$ cat config.mk
export PLATFORM = sky130hd
export DESIGN_NAME = dpic_ram_arbiter_flat
export DESIGN_NICKNAME = d
export VERILOG_FILES = /design/src/rtl/dpic_bus_pkg.sv /design/src/rtl/dpic_ram_arbiter_if.sv /design/src/rtl/dpic_ram_arbiter_rr_pick.sv /design/src/rtl/dpic_ram_arbiter.sv /design/src/flat_wrapper.sv
export SDC_FILE = /design/constraint.sdc
export NUM_CORES = 1
export LEC_CHECK = 0
export CAP_MARGIN = 0
export CORE_AREA = 2 2 112 114
export CTS_CLUSTER_SIZE = 8
export DETAILED_ROUTE_END_ITERATION = 12
export DIE_AREA = 0 0 114 116
export GPL_TIMING_DRIVEN = 0
export HOLD_SLACK_MARGIN = 0.1
export MAX_ROUTING_LAYER = met4
export PLACE_DENSITY = 0.68
export SYNTH_ARGS = -nofsm -noshare
export SYNTH_HDL_FRONTEND = slang
export SYNTH_HIERARCHICAL = 1
export SYNTH_SLANG_ARGS = --single-unit
$ cat constraint.sdc
create_clock -name clk -period 1.7 [get_ports clk]
set_input_delay 0.34 -clock clk [delete_from_list [all_inputs] [get_ports clk]]
set_output_delay 0.34 -clock clk [all_outputs]
set_load 0.02 [all_outputs]
$ cat src/rtl/dpic_bus_pkg.sv
// Shared definitions for the DPI-C RAM bus: access sizes, arbiter states, index width.
// Pure declarations, no logic and no latency.
// No flow control lives here.
package dpic_bus_pkg;

  localparam logic [1:0] SZ_B = 2'd0;
  localparam logic [1:0] SZ_H = 2'd1;
  localparam logic [1:0] SZ_W = 2'd2;
  localparam logic [1:0] SZ_D = 2'd3;

  typedef enum logic {
    ST_IDLE = 1'b0,  // response slot empty
    ST_RESP = 1'b1   // response slot holds data for the owner
  } arb_state_e;

  // Width of a requester index; a single requester still gets a 1-bit index.
  function automatic int idx_w(input int n);
    return (n > 1) ? $clog2(n) : 1;
  endfunction

endpackage

$ cat src/rtl/dpic_ram_arbiter_if.sv
// Requester and RAM-port signals of the DPI-C RAM arbiter, per-requester fields flattened.
// Wires only, no latency.
// valid/ready on both request and response channels; the RAM port has no backpressure.
interface dpic_ram_arbiter_if #(
  parameter int NUM_REQ    = 2,
  parameter int ADDR_WIDTH = 32,
  parameter int DATA_WIDTH = 32
);
  logic [NUM_REQ-1:0]                  req_valid;
  logic [NUM_REQ-1:0]                  req_ready;
  logic [NUM_REQ*ADDR_WIDTH-1:0]       req_addr;
  logic [NUM_REQ-1:0]                  req_we;
  logic [NUM_REQ*(DATA_WIDTH/8)-1:0]   req_wmask;
  logic [NUM_REQ*2-1:0]                req_size;
  logic [NUM_REQ*DATA_WIDTH-1:0]       req_wdata;
  logic [NUM_REQ-1:0]                  resp_valid;
  logic [NUM_REQ-1:0]                  resp_ready;
  logic [DATA_WIDTH-1:0]               resp_rdata;
  logic                                ram_en;
  logic                                ram_re;
  logic                                ram_we;
  logic [ADDR_WIDTH-1:0]               ram_addr;
  logic [DATA_WIDTH/8-1:0]             ram_wmask;
  logic [1:0]                          ram_size;
  logic [DATA_WIDTH-1:0]               ram_wdata;
  logic [DATA_WIDTH-1:0]               ram_rdata;

  // Arbiter side
  modport slave (
    input  req_valid, req_addr, req_we, req_wmask, req_size, req_wdata, resp_ready, ram_rdata,
    output req_ready, resp_valid, resp_rdata,
           ram_en, ram_re, ram_we, ram_addr, ram_wmask, ram_size, ram_wdata
  );

  // Requester/RAM-model side
  modport master (
    output req_valid, req_addr, req_we, req_wmask, req_size, req_wdata, resp_ready, ram_rdata,
    input  req_ready, resp_valid, resp_rdata,
           ram_en, ram_re, ram_we, ram_addr, ram_wmask, ram_size, ram_wdata
  );
endinterface

$ cat src/rtl/dpic_ram_arbiter_rr_pick.sv
// Round-robin priority picker: first set bit of valid_i scanning upward from ptr_i, wrapping.
// Purely combinational, zero latency.
// No flow control; any_o low means grant_o is 0 and meaningless.
module rr_pick
  import dpic_bus_pkg::*;
#(
  parameter int N  = 2,
  parameter int IW = idx_w(N)
) (
  input  logic [N-1:0]  valid_i,
  input  logic [IW-1:0] ptr_i,
  output logic [IW-1:0] grant_o,
  output logic          any_o
);

  logic [IW:0]   sum;
  logic [IW-1:0] idx;

  // Walk the N candidate positions starting at ptr_i and keep the first valid one
  always_comb begin
    grant_o = '0;
    any_o   = 1'b0;
    sum     = '0;
    idx     = '0;
    for (int k = 0; k < N; k++) begin
      sum = {1'b0, ptr_i} + (IW+1)'(k);
      if (sum >= (IW+1)'(N)) sum = sum - (IW+1)'(N);
      idx = sum[IW-1:0];
      if (!any_o && valid_i[idx]) begin
        grant_o = idx;
        any_o   = 1'b1;
      end
    end
  end

endmodule

$ cat src/rtl/dpic_ram_arbiter.sv
// Round-robin share of one single-cycle DPI-C RAM port among NUM_REQ requesters.
// Request issues combinationally to the RAM; response (registered rdata) appears 1 cycle later.
// A new request is accepted only while the response slot is empty or being consumed this cycle.
module dpic_ram_arbiter
  import dpic_bus_pkg::*;
#(
  parameter int NUM_REQ    = 2,
  parameter int ADDR_WIDTH = 32,
  parameter int DATA_WIDTH = 32
) (
  input  logic              clk,
  input  logic              rst_n,
  dpic_ram_arbiter_if.slave bus
);

  localparam int IW = idx_w(NUM_REQ);
  localparam int MW = DATA_WIDTH / 8;

  generate
    if (ADDR_WIDTH > 32 || MW > 8 || NUM_REQ < 1 || NUM_REQ > 8) begin : g_bad_cfg
      $error("dpic_ram_arbiter: unsupported NUM_REQ/ADDR_WIDTH/DATA_WIDTH");
    end
  endgenerate

  arb_state_e            state_q, state_d;
  logic [IW-1:0]         own_q, own_d;
  logic [IW-1:0]         rr_ptr_q, rr_ptr_d;
  logic [DATA_WIDTH-1:0] rdata_q, rdata_d;
  logic [IW-1:0]         grant;
  logic                  any_vld;
  logic                  can_issue;
  logic                  issue;

  logic [NUM_REQ-1:0]    req_ready_w;
  logic [NUM_REQ-1:0]    resp_valid_w;
  logic [DATA_WIDTH-1:0] resp_rdata_w;
  logic                  ram_en_w, ram_re_w, ram_we_w;
  logic [ADDR_WIDTH-1:0] ram_addr_w;
  logic [MW-1:0]         ram_wmask_w;
  logic [1:0]            ram_size_w;
  logic [DATA_WIDTH-1:0] ram_wdata_w;

  rr_pick #(.N(NUM_REQ), .IW(IW)) u_pick (
    .valid_i (bus.req_valid),
    .ptr_i   (rr_ptr_q),
    .grant_o (grant),
    .any_o   (any_vld)
  );

  // Slot frees in the same cycle the owner consumes it, giving one transaction per cycle.
  // rst_n gates issue so the DPI-C RAM call can never fire while reset is held.
  assign can_issue = (state_q == ST_IDLE) || bus.resp_ready[own_q];
  assign issue     = rst_n && can_issue && any_vld;

  // Request accept and RAM port: the granted slice in an issue cycle, all zero otherwise
  always_comb begin
    req_ready_w = '0;
    ram_en_w    = 1'b0;
    ram_re_w    = 1'b0;
    ram_we_w    = 1'b0;
    ram_addr_w  = '0;
    ram_wmask_w = '0;
    ram_size_w  = '0;
    ram_wdata_w = '0;
    if (issue) begin
      req_ready_w[grant] = 1'b1;
      ram_en_w    = 1'b1;
      ram_we_w    = bus.req_we[grant];
      ram_re_w    = !bus.req_we[grant];
      ram_addr_w  = bus.req_addr[int'(grant)*ADDR_WIDTH +: ADDR_WIDTH];
      ram_wmask_w = bus.req_wmask[int'(grant)*MW +: MW];
      ram_size_w  = bus.req_size[int'(grant)*2 +: 2];
      ram_wdata_w = bus.req_wdata[int'(grant)*DATA_WIDTH +: DATA_WIDTH];
    end
  end

  // Response channel: one-hot owner and captured data while the slot is full
  always_comb begin
    resp_valid_w = '0;
    resp_rdata_w = '0;
    if (state_q == ST_RESP) begin
      resp_valid_w[own_q] = 1'b1;
      resp_rdata_w        = rdata_q;
    end
  end

  // Next state: fill the slot on issue, otherwise drain it once the owner consumes
  always_comb begin
    state_d  = state_q;
    own_d    = own_q;
    rr_ptr_d = rr_ptr_q;
    rdata_d  = rdata_q;
    if (issue) begin
      state_d  = ST_RESP;
      own_d    = grant;
      rdata_d  = ram_we_w ? '0 : bus.ram_rdata;
      rr_ptr_d = (grant == IW'(NUM_REQ - 1)) ? '0 : grant + 1'b1;
    end else if (state_q == ST_RESP && bus.resp_ready[own_q]) begin
      state_d = ST_IDLE;
    end
  end

  // State register; async reset drops any pending response
  always_ff @(posedge clk or negedge rst_n) begin
    if (!rst_n) begin
      state_q  <= ST_IDLE;
      own_q    <= '0;
      rr_ptr_q <= '0;
      rdata_q  <= '0;
    end else begin
      state_q  <= state_d;
      own_q    <= own_d;
      rr_ptr_q <= rr_ptr_d;
      rdata_q  <= rdata_d;
    end
  end

  assign bus.req_ready  = req_ready_w;
  assign bus.resp_valid = resp_valid_w;
  assign bus.resp_rdata = resp_rdata_w;
  assign bus.ram_en     = ram_en_w;
  assign bus.ram_re     = ram_re_w;
  assign bus.ram_we     = ram_we_w;
  assign bus.ram_addr   = ram_addr_w;
  assign bus.ram_wmask  = ram_wmask_w;
  assign bus.ram_size   = ram_size_w;
  assign bus.ram_wdata  = ram_wdata_w;

endmodule

$ cat src/flat_wrapper.sv
// flat-port wrapper written by rule: the top's interface ports become plain ports
module dpic_ram_arbiter_flat import dpic_bus_pkg::*;
#(
  parameter int NUM_REQ    = 2,
  parameter int ADDR_WIDTH = 32,
  parameter int DATA_WIDTH = 32
)
  (clk, rst_n, bus_req_valid, bus_req_addr, bus_req_we, bus_req_wmask, bus_req_size, bus_req_wdata, bus_resp_ready, bus_ram_rdata, bus_req_ready, bus_resp_valid, bus_resp_rdata, bus_ram_en, bus_ram_re, bus_ram_we, bus_ram_addr, bus_ram_wmask, bus_ram_size, bus_ram_wdata);
  dpic_ram_arbiter_if #(.NUM_REQ(NUM_REQ), .ADDR_WIDTH(ADDR_WIDTH), .DATA_WIDTH(DATA_WIDTH)) bus_i ();
  input  logic clk;
  input  logic rst_n;
  input wire logic [$bits(bus_i.req_valid)-1:0] bus_req_valid;
  input wire logic [$bits(bus_i.req_addr)-1:0] bus_req_addr;
  input wire logic [$bits(bus_i.req_we)-1:0] bus_req_we;
  input wire logic [$bits(bus_i.req_wmask)-1:0] bus_req_wmask;
  input wire logic [$bits(bus_i.req_size)-1:0] bus_req_size;
  input wire logic [$bits(bus_i.req_wdata)-1:0] bus_req_wdata;
  input wire logic [$bits(bus_i.resp_ready)-1:0] bus_resp_ready;
  input wire logic [$bits(bus_i.ram_rdata)-1:0] bus_ram_rdata;
  output wire logic [$bits(bus_i.req_ready)-1:0] bus_req_ready;
  output wire logic [$bits(bus_i.resp_valid)-1:0] bus_resp_valid;
  output wire logic [$bits(bus_i.resp_rdata)-1:0] bus_resp_rdata;
  output wire logic [$bits(bus_i.ram_en)-1:0] bus_ram_en;
  output wire logic [$bits(bus_i.ram_re)-1:0] bus_ram_re;
  output wire logic [$bits(bus_i.ram_we)-1:0] bus_ram_we;
  output wire logic [$bits(bus_i.ram_addr)-1:0] bus_ram_addr;
  output wire logic [$bits(bus_i.ram_wmask)-1:0] bus_ram_wmask;
  output wire logic [$bits(bus_i.ram_size)-1:0] bus_ram_size;
  output wire logic [$bits(bus_i.ram_wdata)-1:0] bus_ram_wdata;
  assign bus_i.req_valid = bus_req_valid;
  assign bus_i.req_addr = bus_req_addr;
  assign bus_i.req_we = bus_req_we;
  assign bus_i.req_wmask = bus_req_wmask;
  assign bus_i.req_size = bus_req_size;
  assign bus_i.req_wdata = bus_req_wdata;
  assign bus_i.resp_ready = bus_resp_ready;
  assign bus_i.ram_rdata = bus_ram_rdata;
  assign bus_req_ready = bus_i.req_ready;
  assign bus_resp_valid = bus_i.resp_valid;
  assign bus_resp_rdata = bus_i.resp_rdata;
  assign bus_ram_en = bus_i.ram_en;
  assign bus_ram_re = bus_i.ram_re;
  assign bus_ram_we = bus_i.ram_we;
  assign bus_ram_addr = bus_i.ram_addr;
  assign bus_ram_wmask = bus_i.ram_wmask;
  assign bus_ram_size = bus_i.ram_size;
  assign bus_ram_wdata = bus_i.ram_wdata;
  dpic_ram_arbiter #(.NUM_REQ(NUM_REQ), .ADDR_WIDTH(ADDR_WIDTH), .DATA_WIDTH(DATA_WIDTH)) u_core (.clk(clk), .rst_n(rst_n), .bus(bus_i));
endmodule
==> results of run 1 <==
-- state kept, by name, summed over array words and instances, names as in the netlist --
signal / cells
u_core/own_q: 1
u_core/rdata_q: 32
u_core/rr_ptr_q: 1
u_core/state_q: 1
-- power groups by stage --
stage | combinational, uW | clock, uW | sequential, uW
6_report | 3290 | 1030 | 1150
2_1_floorplan | 1240 | 0 | 1090
5_1_grt | 3460 | 1070 | 1170
3_3_place_gp | 2430 | 0 | 1120
3_5_place_dp | 2460 | 0 | 1120
4_1_cts | 2920 | 1050 | 1110
-- what timing repair did --
item / in CTS / in global routing
buffers inserted: 27 / 4
pin swaps: 20 / 76
endpoints found under the setup margin: 142 / 133
hold endpoints to repair: 35 / 0
hold buffers: 2 / 0
resized for setup: 605 / 174
cloned: 6 / 4
-- worst max-delay path: stages, from the launching register on --
cell,delay [ns]
dfrtp_1,0.40
mux2_4,0.33
o21ai_4,0.21
buf_6,0.18
buf_12,0.12
buf_8,0.12
nor2_2,0.05
buf_6,0.13
-- cell usage in the layout, fill, tap and decap left out, types with 6 or more instances in the layout --
cell type,netlist,layout
buf_12,0,8
and2_1,34,34
mux2i_4,0,16
clkbuf_16,0,9
clkdlybuf4s50_1,0,174
buf_8,0,14
nor2_1,75,35
nor2_4,0,19
dfrtp_1,35,34
buf_2,22,12
dlygate4sd2_1,0,6
clkbuf_2,0,24
mux2i_1,70,46
buf_6,1,59
clkdlybuf4s15_2,0,10
o2bb2ai_2,0,31
mux2i_2,1,9
buf_4,3,40
nor2_2,0,21
nand3_2,0,27
-- routing by layer --
layer	global-route usage	part of all wire	vias up	wire, um
li1	-	-	1818	-
met1	0.259	0.39	1834	6180
met2	0.391	0.52	165	8260
met3	0.0476	0.072	24	1140
met4	0.0504	0.021	0	337
met5	-	0	-	0
-- cell families (layout without fill, tap and decap cells) --
family,Yosys count,count (layout)
and+or+nand+nor,145,145
muxes,73,73
other,0,3
buffers and inverters,36,368
AOI/OAI and AO/OA,38,38
DFF,35,35
-- final cells by class --
cell class                 count  share of cell area
antenna                        3             0.00101
buffer                        32              0.0492
clock buffer                   5              0.0169
clock inverter                 2             0.00506
inverter                       4             0.00236
multi-input combinational    256               0.348
sequential                    35               0.118
tap                          147              0.0248
timing repair buffer         325               0.435
-- stage by stage --
step / util / total power [uW] / instances / cell area (um2) / TNS [ns]
6_report: 0.623 / 5470 / 809 / 7420 / -28.71
5_1_grt: 0.623 / 5710 / 809 / 7420 / -35.18
4_1_cts: 0.568 / 5070 / 803 / 6770 / -30.92
3_5_place_dp: 0.493 / 3580 / 762 / 5880 / -121.30
3_3_place_gp: 0.494 / 3550 / 762 / 5880 / -247.83
2_1_floorplan: - / 2330 / 327 / 2820 / -1.13
-- worst min-delay path by stage --
stage / startpoint / endpoint / slack [ns] / cells past startpoint
finish: rst_n / u_core/state_q / 0.29 / 3
global route: rst_n / u_core/state_q / 0.31 / 3
CTS: rst_n / u_core/state_q / 0.28 / 3
detailed placement: u_core/rdata_q[31] / u_core/rdata_q[31] / 0.47 / 1
global placement: u_core/rdata_q[9] / u_core/rdata_q[9] / 0.46 / 1
floorplan: rst_n / u_core/own_q / 0.04 / 0
==> flow_summary.yaml, run 1 <==
logic_synthesis:
  synth_edf_count: 0
  synthFlopType: "dfrtp_1"
  synth_top_area_cell: "dfrtp_1"
  synthMuxAreaShare: 0.263
  synth_cell_types: 22
  synth_top_area_share: 0.313
  synth_top_family_by_area: "multiplexers"
  syn_nets: 507
  synth_fa_ha_area_frac: 0
  ys_top_cells_by_area: "dfrtp_1 (31%), mux2i_1 (25%), o2bb2ai_1 (10%)"
  avgSynthCellArea_um2: 8.56
  synth_xor_area_frac: 0
  yosys_warnings: 6
  ys_seq_area_frac: 0.313
  synthArstFlopShare: 1.00
  netlist_area_um2: 2800
  yosysMostFrequentCell: "nor2_1"
  synthCells: 327
  synth_compound_area_frac: 0.117
  synthSimpleGateAreaFrac: 0.242
  synth_common_cells: "nor2_1 (75), mux2i_1 (70), dfrtp_1 (35)"
  ys_ff_latch: 35
global_route:
  grt_pass1_wl_um: 22100
  antenna_found_initial: 3
  grt_pass1_vias: 3932
  grt_max_degree: 36
  grt_util_all_layers: 0.221
  grt_overflow: 0
die:
  fp-row-count: 40
  core-area_um2: 11900
  initial_utilization: 0.235
  fp.dieH_um: 116
  ios: 289
  dieArea_um2: 13200
  dieWidth_um: 114
sta:
  rsz0062_at_grt: "yes"
  fin_crit_sh: 1.26
  relSlewSlack: 0.732
  min_period_ns: 2.15
  setup_viol: 80
  tightest_slew_ns: 0.403
  hold_viol_final: 0
  timing.hold.ws_ns: 0.289
  fin_ws_ns: -0.446
  final.setup_skew_ns: 0.00542
  final-max-slew-violation-count: 0
  clock.fmax_mhz: 466
route:
  wirelength_um: 15900
  num_vias: 3841
  wl_per_cell_um: 19.7
  vias_per_cell: 4.75
  drtIter0Drc: 120
  firstDrtPassIters: 4
  route.detailed.drc: 0
  ant_nets: 0
cells_and_area:
  nNetsFinal: 839
  multi_input_area_um2: 2580
  syn_to_final_growth_pct: 165
  n_fill_cell: 954
  drive_gt1_frac: 0.483
  seqCellArea_um2: 877
worst_setup_path:
  worstPathRequired_ns: 1.36
  ff2ff_path_depth: 9
  crit_fanout: 5
  start_kind: "flop"
  r2r-start: "u_core/rr_ptr_q"
  r2r_end: "u_core/rdata_q[26]"
  rrSetupSlack_ns: -0.02
  crit_type: "reg -> out"
  crit_arrival_ns: 1.81
  crit_start: "u_core/own_q"
  cp-end-kind: "output pin"
  crit_path_end: "bus_ram_addr[15]"
cts:
  clockRootBuffer: "clkbuf_16"
  cts_tree: "built"
  cts_made_buffers: 5
  cts.clk_slew.worst_paths_ns: 0.06
  cts.sinks: 35
  insertion_delay_ns: 0.28
  clock_path_buffers: 2
  htree_levels: 2
flow_run:
  cap_violations: 0
pwr:
  p_comb_frac: 0.602
  leakage_uw: 0.00309
  power-per-cell-area_nw_per_um2: 737
  p_clk_frac: 0.188
  switching_share: 0.371
  p_seq_frac: 0.210
  p_sw_uw: 2030
  internal_power_uw: 3440
  max-vdd-ir-drop_mv: 0.402
status:
  status: "complete, but fails checks"
  violations: "setup timing"
hold_path:
  worstHoldPathType: "in -> reg"
placement:
  routabilityCongestion: 0.868
  port_buffers: 288
  dp_slack_ns: -1.46
  hpwl_um: 11100
Power figures use the tool's default switching activity.
==> run 2, diff against run 1 <==
CTS_CLUSTER_DIAMETER = 150   (was not set)
PLACE_DENSITY = 0.65   (was 0.68)
clock period = 2.3 ns   (was 1.7 ns; I/O delays follow)
==> flow_summary.yaml, run 2 (same netlist as run 1, synthesis figures left out) <==
cells_and_area:
  n_fill_cell: 1157
  layout_common_cells: "clkdlybuf4s50_1 (208), buf_2 (77), nor2_1 (74)"
  syn_to_final_growth_pct: 119
  largest_register_ffs: 32
  final_common_cell: "clkdlybuf4s50_1"
  drive_gt1_frac: 0.235
  largest_register: "u_core/rdata_q"
  nNetsFinal: 822
worst_setup_path:
  crit_start: "bus_req_valid[1]"
  path_depth: 9
  r2r-start: "u_core/rr_ptr_q"
  cp_cell_sequence: "clkdlybuf4s15_2 -> or2_1 -> and2_4 -> buf_6 -> o21ai_4 -> buf_12 -> clkbuf_16 -> nor2_1 -> buf_2"
  cp.buffers_inverters: 5
  rrSetupSlack_ns: 0.47
  crit_path_end: "bus_ram_addr[23]"
  r2r_end: "u_core/rdata_q[11]"
  worstPathRequired_ns: 1.84
  cp_slowest_cell: "or2_1"
  crit_arrival_ns: 1.79
  start_kind: "input port"
  crit_fanout: 7
  crit_type: "in -> out"
  ff2ff_path_depth: 8
  cp_top_family: "buffers and inverters"
  cp-end-kind: "output pin"
  slowest_delay_ns: 0.24
die:
  fp.dieH_um: 116
  ios: 289
  core-area_um2: 11900
  initial_utilization: 0.235
  fp-row-count: 40
  dieArea_um2: 13200
  dieWidth_um: 114
hold_path:
  worstHoldPathType: "in -> async"
pwr:
  power-per-cell-area_nw_per_um2: 570
  max-vdd-ir-drop_mv: 0.273
  power_uw: 3490
  leakage_uw: 0.00279
cts:
  clockRootBuffer: "clkbuf_16"
  clock_path_buffers: 2
  cts.clk_slew.worst_paths_ns: 0.06
  cts.sinks: 35
  cts_tree: "built"
  insertion_delay_ns: 0.28
  htree_levels: 2
  cts_made_buffers: 5
status:
  status: "complete, no violations"
sta:
  tightest_slew_ns: 0.449
  final.setup_skew_ns: 0.00247
  final-max-slew-violation-count: 0
  fin_ws_ns: 0.0519
  fin_crit_sh: 0.977
  clock.fmax_mhz: 445
  relSlewSlack: 0.701
  setup_viol: 0
  min_period_ns: 2.25
  rsz0062_at_grt: "yes"
  hold_viol_final: 0
global_route:
  grt_pass1_wl_um: 20600
  grt_pass1_vias: 3769
  antenna_found_initial: 0
  grt_util_all_layers: 0.207
  grt_overflow: 0
  grt_max_degree: 36
placement:
  dp_slack_ns: -1.09
  port_buffers: 288
  routabilityCongestion: 0.868
  hpwl_um: 11300
route:
  wl_per_cell_um: 17.7
  num_vias: 3628
  wirelength_um: 14000
  drtIter0Drc: 172
  route.detailed.drc: 0
  vias_per_cell: 4.59
  ant_nets: 0
  firstDrtPassIters: 4
flow_run:
  cap_violations: 0
==> run 2: changes by cell type in the layout (fill, tap and decap cells not counted), moves of 18 or more <==
cell             change
buf_2               +65
buf_6               -41
nor2_1              +39
clkdlybuf4s50_1     +34
nand3_1             +32
o2bb2ai_1           +31
o2bb2ai_2           -31
nand3_2             -27
buf_4               -24
clkbuf_2            -21
nor2_2              -20
nor2_4              -19
mux2i_1             +18
==> run 2: area by class of cell <==
type,instances,area [um2],share of cell area
Antenna cell,1,2.50,0.000409
Buffer,32,310,0.0507
Clock buffer,5,125,0.0205
Clock inverter,3,43.8,0.00716
Inverter,4,15.0,0.00245
Multi-Input combinational cell,256,1800,0.295
Sequential cell,35,877,0.143
Tap cell,147,184,0.0301
Timing Repair Buffer,308,2760,0.451
==> run 2: power breakdown <==
part | switching [uW] | internal, uW | total (uW)
Clock | 253 | 510 | 764
Combinational | 905 | 1000 | 1910
Sequential | 70.5 | 746 | 816
==> run 2: stage by stage <==
step / hold WS, ns / instance area (um2) / utilization / TNS [ns] / cells
floorplan: 0.164 / 2800 / - / 0 / 327
global placement: 0.464 / 5870 / 0.492 / -182.45 / 762
detailed placement: 0.466 / 5860 / 0.492 / -74.63 / 762
CTS: 0.138 / 5930 / 0.498 / -1.15 / 784
global route: 0.148 / 6110 / 0.513 / -0.137 / 790
finish: 0.136 / 6120 / 0.514 / 0 / 791
==> run 2: how the worst min path moves through the flow <==
stage | startpoint | to | slack [ns] | depth (start not counted)
2_1_floorplan | rst_n | u_core/own_q | 0.16 | 0
3_3_place_gp | u_core/rdata_q[22] | u_core/rdata_q[22] | 0.46 | 1
3_5_place_dp | u_core/rdata_q[7] | u_core/rdata_q[7] | 0.47 | 1
4_1_cts | rst_n | u_core/rdata_q[6] | 0.14 | 2
5_1_grt | rst_n | u_core/rdata_q[6] | 0.15 | 2
6_report | rst_n | u_core/rdata_q[6] | 0.14 | 2
==> run 2: timing repair <==
action / in CTS / in global routing
endpoints found under the setup margin: 105 / 80
setup buffers: 13 / 3
pin swaps: 2 / 3
hold buffers: 1 / 0
gates resized for setup: 351 / 41
gates cloned: 1 / 3
hold endpoints to repair: 35 / 0
==> run 2: per-layer routing <==
| layer | vias to the layer above | routed length, um | GRT usage |
|---|---|---|---|
| met1 | 1687 | 5370 | 0.232 |
| met2 | 154 | 7460 | 0.379 |
| met3 | 18 | 1000 | 0.0445 |
| li1 | 1769 | - | - |
| met5 | - | 0 | - |
| met4 | 0 | 197 | 0.0415 |
==> run 3, diff against run 2 <==
PLACE_DENSITY = not set   (was 0.65)
PLACE_DENSITY_LB_ADDON = 0.1   (was not set)
SLEW_MARGIN = 20   (was not set)
==> flow_summary.yaml, run 3 (same netlist as run 1, synthesis figures left out) <==
status:
  status: "complete, no violations"
worst_setup_path:
  crit_arrival_ns: 1.76
  r2r-start: "u_core/rr_ptr_q"
  cp_slowest_cell: "mux2_4"
  worst_path_most_repeated_cell: "buf_4"
  start_kind: "input port"
  crit_fanout: 6
  slowest_delay_ns: 0.29
  crit_type: "in -> out"
  cp-end-kind: "output pin"
  crit_start: "bus_resp_ready[0]"
  cp_cell_sequence: "dlygate4sd2_1 -> mux2_4 -> o21ai_4 -> buf_8 -> buf_6 -> buf_4 -> nor2b_1 -> buf_4"
  worstPathRequired_ns: 1.84
cts:
  clockRootBuffer: "clkbuf_16"
  cts_tree: "built"
  cts.sinks: 35
  htree_levels: 2
  cts.clk_slew.worst_paths_ns: 0.05
  clock_path_buffers: 2
  insertion_delay_ns: 0.27
  cts_made_buffers: 5
pwr:
  max-vdd-ir-drop_mv: 0.280
  power-per-cell-area_nw_per_um2: 557
  leakage_uw: 0.00279
global_route:
  antenna_found_initial: 2
  grt_overflow: 0
  grt_pass1_vias: 3785
  grt_max_degree: 24
  grt_pass1_wl_um: 20700
  grt_util_all_layers: 0.212
route:
  wl_per_cell_um: 17.6
  wirelength_um: 14000
  num_vias: 3570
  drtIter0Drc: 113
  route.detailed.drc: 0
  ant_nets: 0
  firstDrtPassIters: 4
  vias_per_cell: 4.50
hold_path:
  worstHoldPathType: "in -> async"
sta:
  hold_viol_final: 0
  fin_ws_ns: 0.0788
  clock.fmax_mhz: 450
  fin_crit_sh: 0.966
  setup_viol: 0
  final-max-slew-violation-count: 0
  rsz0062_at_grt: "no"
  min_period_ns: 2.22
  final.setup_skew_ns: 0.00158
  relSlewSlack: 0.597
  setup_tns_ns: 0
  tightest_slew_ns: 0.603
placement:
  dp_slack_ns: -1.09
  hpwl_um: 11200
  routabilityCongestion: 0.828
  port_buffers: 288
  dpl.cell_count: 763
cells_and_area:
  final_util: 0.521
  largest_register: "u_core/rdata_q"
  syn_to_final_growth_pct: 122
  nNetsFinal: 824
  layout_common_cells: "clkdlybuf4s50_1 (208), mux2i_1 (68), buf_2 (66)"
  drive_gt1_frac: 0.248
  final_common_cell: "clkdlybuf4s50_1"
  n_fill_cell: 1180
  finalNonFillerCells: 794
  largest_register_ffs: 32
die:
  core-area_um2: 11900
  ios: 289
  dieArea_um2: 13200
  fp-row-count: 40
  fp.dieH_um: 116
  initial_utilization: 0.235
  dieWidth_um: 114
flow_run:
  cap_violations: 0
run 3: changes by cell type in the layout (fill, tap and decap cells not counted), sizes merged:
cell           delta
dlygate4sd3       +1
clkdlybuf4s15     -1
bufinv            -1
diode             +1
clkinvlp          +1
clkbuf            +1
buf               +3
clkinv            -2
run 3: metal layers:
metal	up-vias	wire, um	GRT usage	share of wire
met3	8	995	0.0502	0.071
met4	0	156	0.0528	0.011
met5	-	0	-	0
met2	146	7390	0.385	0.53
met1	1643	5450	0.235	0.39
li1	1773	-	-	-
run 3: per-stage QoR:
stage	cell area (um2)	hold WS, ns	power (uW)
CTS	6230	0.163	3500
global placement	5870	0.465	2610
global route	6200	0.171	3640
finish	6200	0.163	3450
detailed placement	5890	0.409	2640
floorplan	2800	0.164	1710
run 3: what timing repair did:
action | 4_1_cts | 5_1_grt
pin swaps | 3 | 3
setup endpoints to repair | 105 | 33
hold buffers | 1 | 0
resized for setup | 411 | 3
cloned | 4 | 0
buffers inserted | 17 | 1
hold endpoints to repair | 12 | 0
run 3: area by class of cell:
type | count | area (um2) | share of cell area
clock inverter | 1 | 7.51 | 0.00121
multi-input combinational | 256 | 1820 | 0.294
sequential | 35 | 877 | 0.141
antenna | 2 | 5.00 | 0.000807
inverter | 4 | 15.0 | 0.00242
tap | 147 | 184 | 0.0297
timing repair buffer | 311 | 2860 | 0.461
buffer | 31 | 279 | 0.0450
clock buffer | 7 | 153 | 0.0246
run 3: critical path: cells and delay by family:
kind / cells / cell delay (ns)
compound gates: 1 / 0.19
buf+inv: 5 / 0.76
mux: 1 / 0.29
simple gates: 1 / 0.04
run 3: path summary, 6_finish.rpt:
check | end | slack, ns | depth (start not counted)
worst min register to register | u_core/rdata_q[4] | 0.48 | 1
max in group asynchronous | u_core/state_q | 1.07 | 2
worst min-delay path | u_core/rdata_q[30] | 0.16 | 2
min in group clk | u_core/state_q | 0.48 | 3
worst max-delay path | bus_ram_re | 0.08 | 8
worst max register to register | u_core/rdata_q[11] | 0.51 | 8
run 3: report_power, final:
group	total, uW	switching, uW	internal, uW
logic	1930	914	1020
clock network	704	244	460
registers	818	71.9	746
total	3450	1230	2230
